$ cat config.mk
export PLATFORM = sky130hd
export DESIGN_NAME = memory_access_ctrl
export DESIGN_NICKNAME = d
export VERILOG_FILES = /design/src/rtl/memory_access_ctrl_pkg.sv /design/src/rtl/mem_align.sv /design/src/rtl/memory_access_ctrl.sv
export SDC_FILE = /design/constraint.sdc
export NUM_CORES = 1
export LEC_CHECK = 0
export BUFFER_PORTS_ARGS = -buffer_cell sky130_fd_sc_hd__buf_2
export CORE_ASPECT_RATIO = 0.7
export CORE_MARGIN = 1
export CORE_UTILIZATION = 46
export CTS_CLUSTER_SIZE = 8
export DETAILED_ROUTE_END_ITERATION = 8
export PLACE_DENSITY = 0.77
export SYNTH_ARGS = -nofsm -noshare
export SYNTH_HDL_FRONTEND = slang
export SYNTH_HIERARCHICAL = 1
export SYNTH_SLANG_ARGS = --single-unit
$ cat constraint.sdc
create_clock -name clk -period 3.9 [get_ports clk]
set_clock_uncertainty 0.15 [all_clocks]
set_input_delay 0.195 -clock clk [delete_from_list [all_inputs] [get_ports clk]]
set_output_delay 0.195 -clock clk [all_outputs]
set_load 0.03 [all_outputs]
$ cat src/rtl/memory_access_ctrl_pkg.sv
// Shared types for the memory-stage access controller.
// Holds the decoded memory-op arguments, the data-bus request/response
// structs and the controller state encoding, plus a misalignment helper.
package memory_access_ctrl_pkg;

    typedef enum logic [1:0] {
        MSIZE1 = 2'd0,
        MSIZE2 = 2'd1,
        MSIZE4 = 2'd2
    } msize_t;

    typedef enum logic {
        UNSIGNED = 1'b0,
        SIGNED   = 1'b1
    } sign_t;

    typedef struct packed {
        logic   valid;  // instruction actually touches memory
        logic   write;  // store when set, load otherwise
        sign_t  sig;    // sign-extend loaded data
        msize_t msize;
    } memory_args_t;

    typedef struct packed {
        logic        valid;
        logic [31:0] addr;
        msize_t      size;
        logic [3:0]  strobe;
        logic [31:0] data;
    } dbus_req_t;

    typedef struct packed {
        logic        addr_ok;
        logic        data_ok;
        logic [31:0] data;
    } dbus_resp_t;

    typedef enum logic [1:0] {
        IDLE,
        REQ,
        WAIT,
        DONE
    } mem_ctrl_state_t;

    function automatic logic is_misaligned(input msize_t msize, input logic [1:0] offset);
        logic mis;
        mis = 1'b0;
        case (msize)
            MSIZE2:  mis = offset[0];
            MSIZE4:  mis = (offset != 2'b00);
            default: mis = 1'b0;
        endcase
        return mis;
    endfunction

endpackage

$ cat src/rtl/mem_align.sv
// Combinational byte-lane steering for the data bus.
// Ports:
//   offset     - low two address bits of the access
//   msize, sig - access width and load extension mode
//   write      - store when set (strobe forced to 0 for loads)
//   wdata      - store source value; wdata_lane is it replicated across lanes
//   rdata_raw  - raw bus word; rdata is it shifted down and extended
//   strobe     - byte-enable for stores
module mem_align
    import memory_access_ctrl_pkg::*;
(
    input  logic [1:0]  offset,
    input  msize_t      msize,
    input  sign_t       sig,
    input  logic        write,
    input  logic [31:0] wdata,
    input  logic [31:0] rdata_raw,
    output logic [3:0]  strobe,
    output logic [31:0] wdata_lane,
    output logic [31:0] rdata
);

    logic [31:0] shifted;
    logic        sext;

    always_comb begin
        shifted    = rdata_raw >> {offset, 3'b000};
        sext       = 1'b0;
        strobe     = 4'b0000;
        wdata_lane = wdata;
        rdata      = shifted;
        case (msize)
            MSIZE1: begin
                strobe     = 4'b0001 << offset;
                wdata_lane = {4{wdata[7:0]}};
                sext       = (sig == SIGNED) && shifted[7];
                rdata      = {{24{sext}}, shifted[7:0]};
            end
            MSIZE2: begin
                strobe     = 4'b0011 << offset;
                wdata_lane = {2{wdata[15:0]}};
                sext       = (sig == SIGNED) && shifted[15];
                rdata      = {{16{sext}}, shifted[15:0]};
            end
            default: begin
                strobe     = 4'b1111;
                wdata_lane = wdata;
                rdata      = shifted;
            end
        endcase
        if (!write) begin
            strobe = 4'b0000;
        end
    end

endmodule

$ cat src/rtl/memory_access_ctrl.sv
// Memory-stage controller: accepts one instruction at a time, issues at most
// one data-bus request, waits for the response and hands the aligned result
// to writeback. Misaligned accesses raise exc_adel/exc_ades without touching
// the bus. A flush during a bus transaction lets the handshake finish but
// suppresses the result.
// Ports:
//   clk, reset            - clock, async active-high reset
//   in_valid/in_ready     - instruction handshake; in_args/in_addr/in_wdata payload
//   flush                 - kill the in-flight instruction
//   dreq/dresp            - data-bus request and response
//   out_valid/out_ready   - result handshake; out_rdata load result
//   exc_adel/exc_ades     - misaligned load/store, bad_vaddr the faulting address
module memory_access_ctrl
    import memory_access_ctrl_pkg::*;
(
    input  logic         clk,
    input  logic         reset,
    input  logic         in_valid,
    output logic         in_ready,
    input  memory_args_t in_args,
    input  logic [31:0]  in_addr,
    input  logic [31:0]  in_wdata,
    input  logic         flush,
    output dbus_req_t    dreq,
    input  dbus_resp_t   dresp,
    output logic         out_valid,
    input  logic         out_ready,
    output logic [31:0]  out_rdata,
    output logic         exc_adel,
    output logic         exc_ades,
    output logic [31:0]  bad_vaddr
);

    mem_ctrl_state_t state_q, state_d;
    memory_args_t    args_q, args_d;
    logic [31:0]     addr_q, addr_d;
    logic [31:0]     wdata_q, wdata_d;
    logic [31:0]     rdata_q, rdata_d;
    logic            killed_q, killed_d;
    logic            adel_q, adel_d;
    logic            ades_q, ades_d;
    logic [31:0]     bad_vaddr_q, bad_vaddr_d;

    logic            accept;
    logic            mis_in;
    logic            is_load_q;
    logic [3:0]      strobe_al;
    logic [31:0]     wdata_al;
    logic [31:0]     rdata_al;

    assign accept = in_valid && in_ready;
    assign mis_in = in_args.valid && is_misaligned(in_args.msize, in_addr[1:0]);

    always_comb begin
        state_d     = state_q;
        args_d      = args_q;
        addr_d      = addr_q;
        wdata_d     = wdata_q;
        rdata_d     = rdata_q;
        killed_d    = killed_q;
        adel_d      = adel_q;
        ades_d      = ades_q;
        bad_vaddr_d = bad_vaddr_q;
        unique case (state_q)
            IDLE: begin
                // A flush in IDLE drops whatever is being offered this cycle.
                if (!flush && accept) begin
                    args_d      = in_args;
                    addr_d      = in_addr;
                    wdata_d     = in_wdata;
                    killed_d    = 1'b0;
                    adel_d      = mis_in && !in_args.write;
                    ades_d      = mis_in && in_args.write;
                    bad_vaddr_d = mis_in ? in_addr : 32'd0;
                    state_d     = (in_args.valid && !mis_in) ? REQ : DONE;
                end
            end
            REQ: begin
                if (flush) begin
                    killed_d = 1'b1;
                end
                if (dresp.addr_ok) begin
                    if (dresp.data_ok) begin
                        rdata_d = dresp.data;
                        state_d = DONE;
                    end else begin
                        state_d = WAIT;
                    end
                end
            end
            WAIT: begin
                if (flush) begin
                    killed_d = 1'b1;
                end
                if (dresp.data_ok) begin
                    rdata_d = dresp.data;
                    state_d = DONE;
                end
            end
            DONE: begin
                // A killed result is dropped without waiting for writeback.
                if (flush || killed_q || out_ready) begin
                    state_d     = IDLE;
                    killed_d    = 1'b0;
                    adel_d      = 1'b0;
                    ades_d      = 1'b0;
                    bad_vaddr_d = 32'd0;
                end
            end
            default: state_d = IDLE;
        endcase
    end

    always_ff @(posedge clk or posedge reset) begin
        if (reset) begin
            state_q     <= IDLE;
            args_q      <= '0;
            addr_q      <= 32'd0;
            wdata_q     <= 32'd0;
            rdata_q     <= 32'd0;
            killed_q    <= 1'b0;
            adel_q      <= 1'b0;
            ades_q      <= 1'b0;
            bad_vaddr_q <= 32'd0;
        end else begin
            state_q     <= state_d;
            args_q      <= args_d;
            addr_q      <= addr_d;
            wdata_q     <= wdata_d;
            rdata_q     <= rdata_d;
            killed_q    <= killed_d;
            adel_q      <= adel_d;
            ades_q      <= ades_d;
            bad_vaddr_q <= bad_vaddr_d;
        end
    end

    mem_align u_mem_align (
        .offset     (addr_q[1:0]),
        .msize      (args_q.msize),
        .sig        (args_q.sig),
        .write      (args_q.write),
        .wdata      (wdata_q),
        .rdata_raw  (rdata_q),
        .strobe     (strobe_al),
        .wdata_lane (wdata_al),
        .rdata      (rdata_al)
    );

    assign is_load_q = args_q.valid && !args_q.write && !adel_q;

    assign in_ready    = (state_q == IDLE);
    assign out_valid   = (state_q == DONE) && !killed_q;
    assign out_rdata   = ((state_q == DONE) && is_load_q) ? rdata_al : 32'd0;
    assign exc_adel    = adel_q;
    assign exc_ades    = ades_q;
    assign bad_vaddr   = bad_vaddr_q;

    assign dreq.valid  = (state_q == REQ);
    assign dreq.addr   = addr_q;
    assign dreq.size   = args_q.msize;
    assign dreq.strobe = strobe_al;
    assign dreq.data   = wdata_al;

endmodule

; Word-level counts from Yosys, hierarchy flattened
; Cells that the tools add are included.
[word_totals]
ff_bits = 138
input_bits = 108
out_inout_bits = 139
wordCells = 85
[classes]
n_eq_ne = 11
shift = 3
mux = 28
reduce_logical = 31
[ops]
columns = op, count
row1 = one-hot mux 32 bit (2 select lines), 4
row2 = two-way mux 32 bit, 6
row3 = right shift 32 x 5 -> 32 bit, 1
row4 = logical AND 1 bit, 12
row5 = two-way mux 2 bit, 5
row6 = one-hot mux 2 bit (4 select lines), 1
row7 = one-hot mux 4 bit (2 select lines), 1
row8 = == test 2 x 1 -> 1 bit (second input constant), 3
row9 = == test 2 bit (second input constant), 3
row10 = zero test 1 bit, 6
row11 = two-way mux 1 bit, 6
row12 = != test 2 x 1 -> 1 bit (second input constant), 3
row13 = one-hot mux 1 bit (2 select lines), 3
row14 = AND reduction 3 bit, 2
row15 = nonzero test 2 bit, 3
row16 = zero test 2 bit, 2
row17 = two-way mux 4 bit, 1
row18 = != test 2 bit (second input constant), 2
row19 = AND reduction 2 bit, 2
row20 = AND reduction 4 bit, 1
row21 = left shift 1 x 2 -> 4 bit (first input constant), 1
row22 = left shift 2 x 2 -> 4 bit (first input constant), 1
row23 = one-hot mux 1 bit (3 select lines), 1
row24 = logical OR 1 bit, 2
row25 = OR reduction 2 bit, 1

; Longest topological paths before layout
; Gate-level depths: netlist (run 1).
[logic_depth]
word_depth = 8
ltp_mapped = 8
mapped_depth_nobuf = 6

; Modules after synthesis
; Netlist (run 1), hierarchy kept.
[by_module_without_submodules]
columns = mod, n_inst, cells_per_inst, area_per_inst_um2, seq_area_each_um2
row1 = memory_access_ctrl, 1, 440, 5651.7, 3453.3
row2 = mem_align, 1, 181, 1386.3, 0.0

; Worst setup path after synthesis (run 1)
; Ideal clock, no wire load.
[synth_timing]
path_type = register -> output
startpoint = register addr_q[0]
endpoint = output port out_rdata[22]
t_arrival_ns = 1.764
t_required_ns = 3.555
setup_slack_ns = 1.791
stages_incl_launch_ff = 6
path_buffers = 1
cell_sequence = dfrtp_1 > mux2_4 > a32oi_4 > buf_12 > o211ai_2 > and2_1
[synth_via]
elab_chain_len = 4
word_cells_on_any_way = 5
classes_between = shift (1) / mux (2) / reduce/logical (2)
[synth_rtl]
columns = item, line_no
row1 = start: declaration, memory_access_ctrl.sv:36  ; logic [31:0] addr_q, addr_d;
row2 = start signal: assignment, memory_access_ctrl.sv:128  ; addr_q <= addr_d;
row3 = right shift 32 x 5 -> 32 bit *, mem_align.sv:27  ; shifted = rdata_raw >> {offset, 3'b000};
row4 = "logical AND 1 bit, on equally long branches", "mem_align.sv:42, mem_align.sv:36"
row5 = one-hot mux 32 bit (2 select lines) *, mem_align.sv:32  ; case (msize)
row6 = named net rdata_al[22], memory_access_ctrl.sv:49  ; logic [31:0] rdata_al;
row7 = two-way mux 32 bit *, memory_access_ctrl.sv:154  ; assign out_rdata = ((state_q == DONE) && is_load_q) ? rdata_al : 32'd0;
row8 = end: declaration, memory_access_ctrl.sv:28  ; output logic [31:0] out_rdata,
; The timed path passes the listed nets; every way through them passes the cells marked *.

; Worst setup path after layout (run 1)
[layout_timing]
startpoint = register addr_q[0]
endpoint = output port out_rdata[17]
; The elaborated chain is that of the path after synthesis.

==> results of run 1 <==
## layout by cell type, fill, tap and decap left out, types with 2 or more instances in the layout
cell type,Yosys,layout
buf_2,21,246
dfrtp_1,138,138
mux2_2,122,122
dlygate4sd3_1,0,103
nand2_1,101,100
o21ai_0,48,48
and2_1,33,33
mux2i_1,24,24
clkbuf_16,0,17
a21oi_1,16,16
o211ai_2,11,10
nor2_1,9,9
buf_4,11,9
o21ai_1,6,6
ha_1,6,6
or2_0,6,6
o211ai_1,6,6
nor2b_1,5,5
inv_1,6,5
nand3b_1,5,5
o21a_1,5,5
nand2b_1,4,4
clkinv_4,0,4
inv_6,0,4
clkinvlp_4,0,3
or2_2,2,2
bufinv_16,0,2
mux2_4,2,2
## final timing paths
path / slack [ns] / start / to
worst min-delay path: 0.03 / dresp[32] / state_q[0]
max in group asynchronous: 2.21 / reset / rdata_q[8]
worst max register to register: 1.38 / state_q[1] / bad_vaddr[17]
min in group asynchronous: 0.32 / reset / bad_vaddr[28]
worst min register to register: 0.33 / exc_ades / exc_ades
worst max-delay path: 0.70 / addr_q[0] / out_rdata[17]
## area by class of cell
class / instances / area share
Multi-Input combinational cell: 426 / 0.329
Clock buffer: 18 / 0.0443
Sequential cell: 138 / 0.348
Timing Repair Buffer: 358 / 0.235
Inverter: 6 / 0.00265
Tap cell: 195 / 0.0246
Clock inverter: 14 / 0.0163
## registers in the layout (all words and copies together), names as in the netlist, 2 cells and up
name	cells
addr_q	32
bad_vaddr	32
rdata_q	32
wdata_q	32
args_q	3
dreq	2
state_q	2
## cell usage after synthesis, drive strengths merged
library cell / count / area (um^2)
a21oi: 17 / 88.8
a221oi: 1 / 26.3
a32oi: 1 / 27.5
and2: 33 / 206
and2b: 1 / 7.51
and3: 1 / 6.26
and4bb: 1 / 12.5
buf: 40 / 279
clkbuf: 11 / 43.8
dfrtp: 138 / 3450
ha: 6 / 75.1
inv: 6 / 22.5
mux2: 125 / 1420
mux2i: 24 / 240
nand2: 101 / 379
nand2b: 4 / 25.0
nand3: 1 / 5.00
nand3b: 5 / 37.5
nor2: 9 / 33.8
nor2b: 5 / 31.3
nor3b: 1 / 12.5
nor4: 1 / 21.3
nor4b: 1 / 8.76
o211ai: 17 / 183
o21a: 5 / 37.5
o21ai: 54 / 270
o311ai: 1 / 8.76
o31a: 1 / 8.76
o31ai: 1 / 7.51
or2: 8 / 50.1
or4b: 1 / 13.8
## where the power goes
group | total, mW | internal (mW) | switching [mW]
clock | 1.62 | 0.974 | 0.650
combinational | 4.37 | 1.73 | 2.65
sequential | 2.59 | 2.03 | 0.554
total | 8.58 | 4.73 | 3.85
## cells by family (layout without fill, tap and decap cells)
kind of cell | count (synthesis) | in the layout
adders and majority gates | 6 | 6
buffers and inverters | 57 | 396
DFF | 138 | 138
muxes | 149 | 149
and+or+nand+nor | 173 | 173
AOI/OAI and AO/OA | 98 | 98
## metrics by stage
step | total power, mW | hold WS (ns) | util | cell area (um^2) | std cells
6_report | 8.58 | 0.0282 | 0.669 | 9910 | 1155
5_1_grt | 9.08 | 0.0653 | 0.669 | 9910 | 1155
4_1_cts | 8.57 | 0.0151 | 0.669 | 9910 | 1155
3_5_place_dp | 6.83 | 0.215 | 0.559 | 8280 | 1020
3_3_place_gp | 6.73 | 0.203 | 0.559 | 8280 | 1020
2_1_floorplan | 5.88 | 0.172 | - | 7040 | 621
## routing by layer
layer,vias up,wire length [um],GRT usage
met5,-,0,0
met4,0,248,0.0606
met3,20,1420,0.0632
met2,231,9130,0.413
met1,2872,8570,0.324
li1,2794,-,-
## repair_timing
item                                   in CTS  in global routing
endpoints found under the hold margin     221                  0
hold buffers                              103                  0
setup endpoints to repair                   0                  0
## tightest hold or removal path: cells and delay by family
family,cells,cell delay (ns)
AND/OR/NAND/NOR,1,0.08
AO/OA/AOI/OAI,3,0.19
buffers and inverters,1,0.09
==> results.tsv, run 1 <==
stage	metric	value	unit
placed_design	detailed placement HPWL	12.4	mm
floorplan	die height	105	um
global_routing	initial antenna violation count	0	
placed_design	I/O Buffers	246	
synthesis	mean area per synthesized cell	11.3	um^2
critical_path	CP cell instances	buf_4 > nand3b_1 > o21a_1 > o211ai_1 > and2_1 > buf_2	
synthesis	post-synthesis cell count	621	
global_routing	Total Routing Usage GR	0.249	
layout	Register Area	3450	um^2
layout	Area Overhead vs Synth	40.8	%
synthesis	mux share of post-synthesis cell area	0.235	
critical_path	CP Capture Type	output pin	
critical_path	Worst path max stage delay	0.69	ns
clocking	Num Clock Sinks	138	
placed_design	pre-CTS setup slack	1.16	ns
timing	RSZ-0062 raised after global routing	no	
run_status	status	completed	
global_routing	grt ovf	0	
routing	antenna violation net count after detailed routing	0	
synthesis	post-synthesis compound-gate area fraction	0.0935	
routing	drt wl/cell	16.8	um
clocking	maximum buffer depth of the clock tree	2	
layout	antenna cells	0	
critical_path	Worst path depth	6	
critical_path	WP buf/inv	2	
synthesis	xor and xnor area share after synthesis	0	
timing	setup violators final	0	
layout	filler instances	1139	
synthesis	mapped cell area	7040	um^2
clocking	H-tree levels	4	
timing	worst setup margin	0.701	ns
synthesis	adder-cell area share of the yosys netlist	0.0107	
critical_path	worst setup path class	reg -> out	
clocking	worst skew pair latency	0.41	ns
clocking	cts bufs inserted	17	
timing	final setup TNS	0	ns
timing	slew margin rel.	0.310	
routing	drt drc	0	
worst_hold_path	cell count of the worst hold path	5	
routing	Post-Route WL	19.4	mm
routing	vias post-DR	5917	
layout	final net count	1061	
synthesis	#FFs+latches synth	138	
critical_path	Critical Path RT	3.56	ns
job	number of max-cap violations	0	
timing	worst slew pin tran	1.03	ns
critical_path	FF-to-FF path depth	6	
floorplan	Chip Width	150	um
timing	Peak Freq	313	MHz
timing	Final period util	0.820	
worst_hold_path	hold crit path type	in -> reg	
synthesis	largest family of logic cells by synthesized area	multiplexers	
routing	TritonRoute pass-1 iters	5	
power	peak supply drop	0.000458	V
floorplan	I/O pins	247	
timing	Final min period	3.20	ns
floorplan	DIE AREA	15800	um^2
critical_path	CP arrival	2.85	ns
synthesis	Syn. warnings	6	
layout	multi-input logic area	3260	um^2
clocking	Setup Fix Bufs, Post-CTS	0	
placed_design	Placer Congestion	0.858	
clocking	CTS clk-pin slew, worst paths	0.06	ns
critical_path	slowest CP cell	dfrtp_1	
power	PwrDens	866	nW/um^2
critical_path	CP top delay family	compound AO/OA/AOI/OAI gates	
critical_path	crit-path max FO	21	
layout	layout cells sized above 1	0.451	
clocking	CTS tree	done	
global_routing	vias in the first global route	5944	
power	Leakage	4.79	nW
synthesis	sequential area share after synthesis	0.491	
synthesis	Simple-Gate Fraction of Synth Area	0.121	
global_routing	first-pass GRT wire length	30.6	mm
floorplan	FP Rows	37	
routing	Initial DRC Count	251	
timing	Hold Vio Cnt, Final	0	
timing	fin. max-slew vios	0	
floorplan	Initial Utilization	0.475	
clocking	root buf cell	clkbuf_16	
synthesis	count of cell types in the netlist	42	
synthesis	Synth Net Count	735	
global_routing	largest net degree at the start of global routing	72	
routing	vias per cell	5.12	
floorplan	core area	14800	um^2
clocking	post-CTS sizing	0	
critical_path	critical path launch point type	flop	
(Power assumes the default switching activity.)
==> inputs of run 2 (changes only) <==
--- a/config.mk
+++ b/config.mk
@@ -8,10 +8,10 @@
 export BUFFER_PORTS_ARGS = -buffer_cell sky130_fd_sc_hd__buf_2
 export CORE_ASPECT_RATIO = 0.7
 export CORE_MARGIN = 1
-export CORE_UTILIZATION = 46
+export CORE_UTILIZATION = 51
 export CTS_CLUSTER_SIZE = 8
 export DETAILED_ROUTE_END_ITERATION = 8
-export PLACE_DENSITY = 0.77
+export PLACE_DENSITY = 0.81
 export SYNTH_ARGS = -nofsm -noshare
 export SYNTH_HDL_FRONTEND = slang
 export SYNTH_HIERARCHICAL = 1
==> constraint.sdc (replaced) <==
create_clock -name clk -period 3.2 [get_ports clk]
set_clock_uncertainty 0.15 [all_clocks]
set_input_delay 0.16 -clock clk [delete_from_list [all_inputs] [get_ports clk]]
set_output_delay 0.16 -clock clk [all_outputs]
set_load 0.03 [all_outputs]
==> run 2 against run 1 <==
Against the previous run: power grew 22%; wire length grew 1.9%; setup slack lost 0.35 ns; clock power increased by 17%; cell count fell by 0.43%; non-clock buffer count grew 5.
==> results.tsv, run 2 (synthesis results as in run 1) <==
stage	metric	value	unit	change
layout	Area Overhead vs Synth	41.1	%	
power	PwrDens	1060	nW/um^2	+22%
floorplan	I/O pins	247		unchanged
global_routing	vias in the first global route	6142		+3.3%
critical_path	critical path launch point type	flop		
critical_path	r2r startpoint	state_q[0]		
global_routing	first-pass GRT wire length	31.3	mm	+2.2%
critical_path	worst reg-to-reg setup slack	0.77	ns	-0.61 ns
clocking	worst skew pair latency	0.40	ns	about the same
clocking	Num Clock Sinks	138		unchanged
worst_hold_path	cell count of the worst hold path	5		unchanged
layout	antenna cells	0		unchanged
timing	hold slack	0.0255	ns	-0.00269 ns
timing	worst slew pin tran	0.992	ns	-0.0425 ns
clocking	root buf cell	clkbuf_16		
floorplan	FP Rows	35		-5.4%
power	Power Total	10.5	mW	+22%
routing	TritonRoute pass-1 iters	4		-1
critical_path	CP arrival	2.54	ns	-0.31 ns
timing	RSZ-0062 raised after global routing	no		
clocking	H-tree levels	4		unchanged
routing	vias post-DR	5932		+0.25%
critical_path	CP Capture Type	output pin		
layout	commonest cells after routing, fill and taps aside	buf_2, dfrtp_1, mux2_2		
routing	drt wl/cell	17.2	um	+2.3%
clocking	CTS clk-pin slew, worst paths	0.06	ns	about the same
timing	Peak Freq	350	MHz	
timing	final setup TNS	0	ns	unchanged
placed_design	Placer Congestion	0.891		+3.9%
power	peak supply drop	0.000526	V	+15%
global_routing	largest net degree at the start of global routing	72		unchanged
clocking	cts bufs inserted	17		unchanged
layout	fin cells	1150		-0.43%
clocking	CTS tree	done		
placed_design	pre-CTS setup slack	0.795	ns	-0.365 ns
power	Leakage	4.81	nW	+0.53%
global_routing	Total Routing Usage GR	0.285		+0.0363
floorplan	core area	13300	um^2	-10%
worst_hold_path	hold crit path type	in -> reg		
routing	vias per cell	5.16		+0.69%
timing	worst setup margin	0.346	ns	-0.354 ns
timing	setup violators final	0		unchanged
critical_path	FF-to-FF path depth	7		+1
layout	Core Util, Final	0.746		+0.0772
timing	slew margin rel.	0.339		+0.0283
timing	Final min period	2.85	ns	
critical_path	worst r2r dst	bad_vaddr[25]		
floorplan	Initial Utilization	0.529		+0.0536
routing	antenna violation net count after detailed routing	0		unchanged
global_routing	initial antenna violation count	0		unchanged
critical_path	worst setup path class	reg -> out		
worst_hold_path	worst min-delay path startpoint	dresp[32]		
layout	most common cell after layout, fill and taps aside	buf_2		
clocking	Setup Fix Bufs, Post-CTS	0		unchanged
floorplan	die height	100	um	-4.9%
worst_hold_path	Worst Hold Path EP	state_q[0]		
critical_path	Critical Path RT	2.89	ns	-0.67 ns
routing	Initial DRC Count	190		-24%
clocking	maximum buffer depth of the clock tree	2		unchanged
job	number of max-cap violations	0		unchanged
layout	final instance area	9930	um^2	+0.24%
routing	Post-Route WL	19.7	mm	+1.9%
critical_path	crit-path max FO	16		-24%
floorplan	DIE AREA	14300	um^2	-9.7%
placed_design	dpl cells	1015		-0.49%
layout	final net count	1066		+0.47%
placed_design	DP Area	8330	um^2	+0.60%
timing	fin. max-slew vios	0		unchanged
floorplan	Chip Width	142	um	-5.0%
placed_design	detailed placement HPWL	12.7	mm	+1.8%
timing	Hold Vio Cnt, Final	0		unchanged
timing	Final period util	0.892		
routing	drt drc	0		unchanged
run_status	status	completed		
global_routing	grt ovf	0		unchanged
placed_design	I/O Buffers	246		unchanged
layout	layout cells sized above 1	0.454		+0.00284
## run 2: critical path, stage by stage, from the launching register on
cell	delay, ns
dfrtp_1	0.63
mux2_4	0.39
a32oi_4	0.56
o211ai_1	0.19
and2_1	0.19
buf_2	0.17
## run 2: cell type report
class                   count  area [um^2]
well taps                 185          231
inverters                   6         26.3
fillers                   881         3380
flip-flops and latches    138         3450
clock buffers              18          439
clock inverters            14          135
repair buffers            363         2390
multi-input cells         426         3260
## run 2: repair_timing
action | 4_1_cts | 5_1_grt
hold buffers | 103 | 0
endpoints found under the hold margin | 167 | 0
resized for setup | 0 | 0
## run 2: layer usage
layer / GRT usage / wire (um) / up-vias
li1: - / - / 2808
met1: 0.360 / 8600 / 2856
met2: 0.468 / 9340 / 225
met3: 0.0668 / 1290 / 43
met4: 0.128 / 510 / 0
met5: 0 / 0 / -
## run 2: where the power goes
part | internal, mW | switching, mW | leakage [nW] | total, mW
clock network | 1.11 | 0.789 | 0.282 | 1.90
registers | 2.48 | 0.615 | 1.71 | 3.10
logic | 2.15 | 3.35 | 2.82 | 5.49
## run 2: how the worst max path moves through the flow
| stage | start | to |
|---|---|---|
| 6_report | addr_q[0] | out_rdata[20] |
| 5_1_grt | addr_q[0] | out_rdata[20] |
| 4_1_cts | addr_q[0] | out_rdata[20] |
| 3_5_place_dp | addr_q[0] | out_rdata[20] |
| 3_3_place_gp | addr_q[0] | out_rdata[25] |
| 2_1_floorplan | addr_q[0] | out_rdata[22] |
==> inputs of run 3 (changes only) <==
--- a/config.mk
+++ b/config.mk
@@ -7,11 +7,11 @@
 export LEC_CHECK = 0
 export BUFFER_PORTS_ARGS = -buffer_cell sky130_fd_sc_hd__buf_2
 export CORE_ASPECT_RATIO = 0.7
-export CORE_MARGIN = 1
+export CORE_MARGIN = 2
 export CORE_UTILIZATION = 51
 export CTS_CLUSTER_SIZE = 8
 export DETAILED_ROUTE_END_ITERATION = 8
-export PLACE_DENSITY = 0.81
+export PLACE_DENSITY_LB_ADDON = 0.08
 export SYNTH_ARGS = -nofsm -noshare
 export SYNTH_HDL_FRONTEND = slang
 export SYNTH_HIERARCHICAL = 1
==> run 3 against run 2 <==
Against the previous run: final area grew 0.14%; sequential share of layout area barely moved; via count is 0.54% lower; register-to-register slack lost 0.16 ns; sequential cell count stayed put; largest cell class unchanged; fmax rose by 2.6%; power about the same; combinational power decreased by 0.7%; die area rose by 3.4%; hold slack better by 0.011 ns; non-clock buffer count decreased by 1; first-iteration DRC count is 3.2% higher; critical endpoint is now out_rdata[17].
==> results.tsv, run 3 (synthesis results as in run 1) <==
stage	metric	value	unit	change
layout	commonest cells after routing, fill and taps aside	buf_2, dfrtp_1, mux2_2		
job	number of max-cap violations	0		unchanged
floorplan	die height	102	um	+2.0%
global_routing	vias in the first global route	6016		-2.1%
global_routing	Total Routing Usage GR	0.268		-0.0165
layout	most common cell after layout, fill and taps aside	buf_2		
floorplan	DIE AREA	14800	um^2	+3.4%
critical_path	worst r2r dst	bad_vaddr[2]		
timing	worst slew pin tran	1.06	ns	+0.0677 ns
floorplan	I/O pins	247		unchanged
layout	fin cells	1148		-0.17%
floorplan	Chip Width	144	um	+1.4%
clocking	Setup Fix Bufs, Post-CTS	0		unchanged
global_routing	grt ovf	0		unchanged
critical_path	crit-path max FO	17		+1
placed_design	I/O Buffers	246		unchanged
placed_design	DP Area	8320	um^2	about the same
critical_path	Worst path max stage delay	0.65	ns	+0.02 ns
clocking	CTS clk-pin slew, worst paths	0.06	ns	about the same
routing	vias per cell	5.14		-0.37%
placed_design	Placer Congestion	0.805		-9.7%
timing	Final period util	0.870		-0.0222
layout	final net count	1065		-0.094%
layout	Area Overhead vs Synth	41.3	%	
critical_path	worst setup path class	reg -> out		
critical_path	CP cell instances	and2_1 > a32oi_4 > o211ai_1 > and2_1 > buf_2		
timing	final setup TNS	0	ns	unchanged
critical_path	FF-to-FF path depth	6		-1
clocking	post-CTS sizing	0		unchanged
global_routing	largest net degree at the start of global routing	72		unchanged
routing	drt wl/cell	16.8	um	-1.9%
run_status	status	completed		
global_routing	initial antenna violation count	0		unchanged
worst_hold_path	cell count of the worst hold path	5		unchanged
clocking	H-tree levels	4		unchanged
layout	Core Util, Final	0.747		+0.00103
clocking	maximum buffer depth of the clock tree	2		unchanged
critical_path	slowest CP cell	a32oi_4		
routing	TritonRoute pass-1 iters	5		+1
worst_hold_path	Worst Hold Path EP	state_q[0]		
placed_design	dpl cells	1014		-0.099%
floorplan	Initial Utilization	0.529		unchanged
critical_path	CP arrival	2.47	ns	-0.07 ns
critical_path	worst reg-to-reg setup slack	0.61	ns	-0.16 ns
clocking	worst skew pair latency	0.41	ns	about the same
critical_path	Worst path most repeated cell	and2_1		
clocking	CTS tree	done		
power	Leakage	4.81	nW	about the same
routing	antenna violation net count after detailed routing	0		unchanged
timing	slew margin rel.	0.290		-0.0485
timing	RSZ-0062 raised after global routing	no		
routing	Initial DRC Count	196		+3.2%
layout	antenna cells	0		unchanged
clocking	Num Clock Sinks	138		unchanged
worst_hold_path	hold crit path type	in -> reg		
critical_path	Critical Path RT	2.89	ns	about the same
worst_hold_path	worst min-delay path startpoint	dresp[32]		
placed_design	detailed placement HPWL	12.8	mm	+1.0%
routing	Post-Route WL	19.3	mm	-2.0%
critical_path	CP Capture Type	output pin		
clocking	root buf cell	clkbuf_16		
critical_path	r2r startpoint	state_q[1]		
critical_path	WP buf/inv	1		unchanged
timing	fin. max-slew vios	0		unchanged
floorplan	core area	13300	um^2	unchanged
critical_path	critical path launch point type	flop		
layout	final instance area	9950	um^2	+0.14%
global_routing	first-pass GRT wire length	30.7	mm	-2.0%
critical_path	CP top delay family	compound AO/OA/AOI/OAI gates		
timing	hold slack	0.0363	ns	+0.0107 ns
timing	setup violators final	0		unchanged
power	PwrDens	1050	nW/um^2	-0.18%
routing	drt drc	0		unchanged
clocking	cts bufs inserted	17		unchanged
routing	vias post-DR	5900		-0.54%
timing	Hold Vio Cnt, Final	0		unchanged
timing	Final min period	2.78	ns	-0.0711 ns
timing	Peak Freq	359	MHz	+2.6%
floorplan	FP Rows	35		unchanged
power	peak supply drop	0.000566	V	+7.7%
layout	layout cells sized above 1	0.453		-0.00113
[run 3: cell types whose count changed in the layout (fill, tap and decap cells not counted), sizes merged]
cell	previous run	this run
buf	260	259
clkinv	6	3
clkinvlp	2	3
bufinv	1	2
[run 3: metrics by stage]
step                setup WS [ns]  total power [mW]
floorplan                    1.13              7.16
global placement            0.738              8.21
detailed placement          0.595              8.37
CTS                         0.436              10.5
global route                0.276              11.1
finish                      0.417              10.5
[run 3: where the power goes]
group / leakage (nW) / internal (mW) / switching [mW]
sequential: 1.71 / 2.48 / 0.568
clock: 0.286 / 1.19 / 0.798
combinational: 2.81 / 2.13 / 3.31
total: 4.81 / 5.80 / 4.68
[run 3: metal layers]
| metal | global-route usage | wire, um | up-vias |
|---|---|---|---|
| met5 | 0 | 0 | - |
| met4 | 0.0919 | 349 | 0 |
| met2 | 0.447 | 9280 | 202 |
| li1 | - | - | 2807 |
| met3 | 0.0642 | 1200 | 27 |
| met1 | 0.349 | 8510 | 2864 |
[run 3: area by class of cell]
cell class,instances,area (um^2)
sequential,138,3450
fill,955,3370
multi-input combinational,426,3260
timing repair buffer,362,2380
clock buffer,18,439
tap,185,231
clock inverter,13,156
inverter,6,26.3
[run 3: tightest hold or removal path, cell delays in order]
cell and delay (ns):
buf_2 0.10, a21oi_1 0.06, nand3_1 0.08, o21ai_0 0.08
o31ai_1 0.07
[run 3: repair_timing]
action,in CTS,in global routing
endpoints found under the hold margin,178,0
hold buffers,103,0
endpoints found under the setup margin,0,0
[run 3: how the worst max path moves through the flow]
stage | slack, ns | endpoint | start | depth (start not counted)
after floorplan | 1.13 | out_rdata[22] | addr_q[0] | 5
after global placement | 0.74 | bad_vaddr[2] | state_q[1] | 6
after detailed placement | 0.60 | bad_vaddr[2] | state_q[1] | 6
after CTS | 0.44 | out_rdata[17] | addr_q[1] | 5
after global routing | 0.28 | out_rdata[23] | dreq[37] | 4
final | 0.42 | out_rdata[17] | addr_q[1] | 5
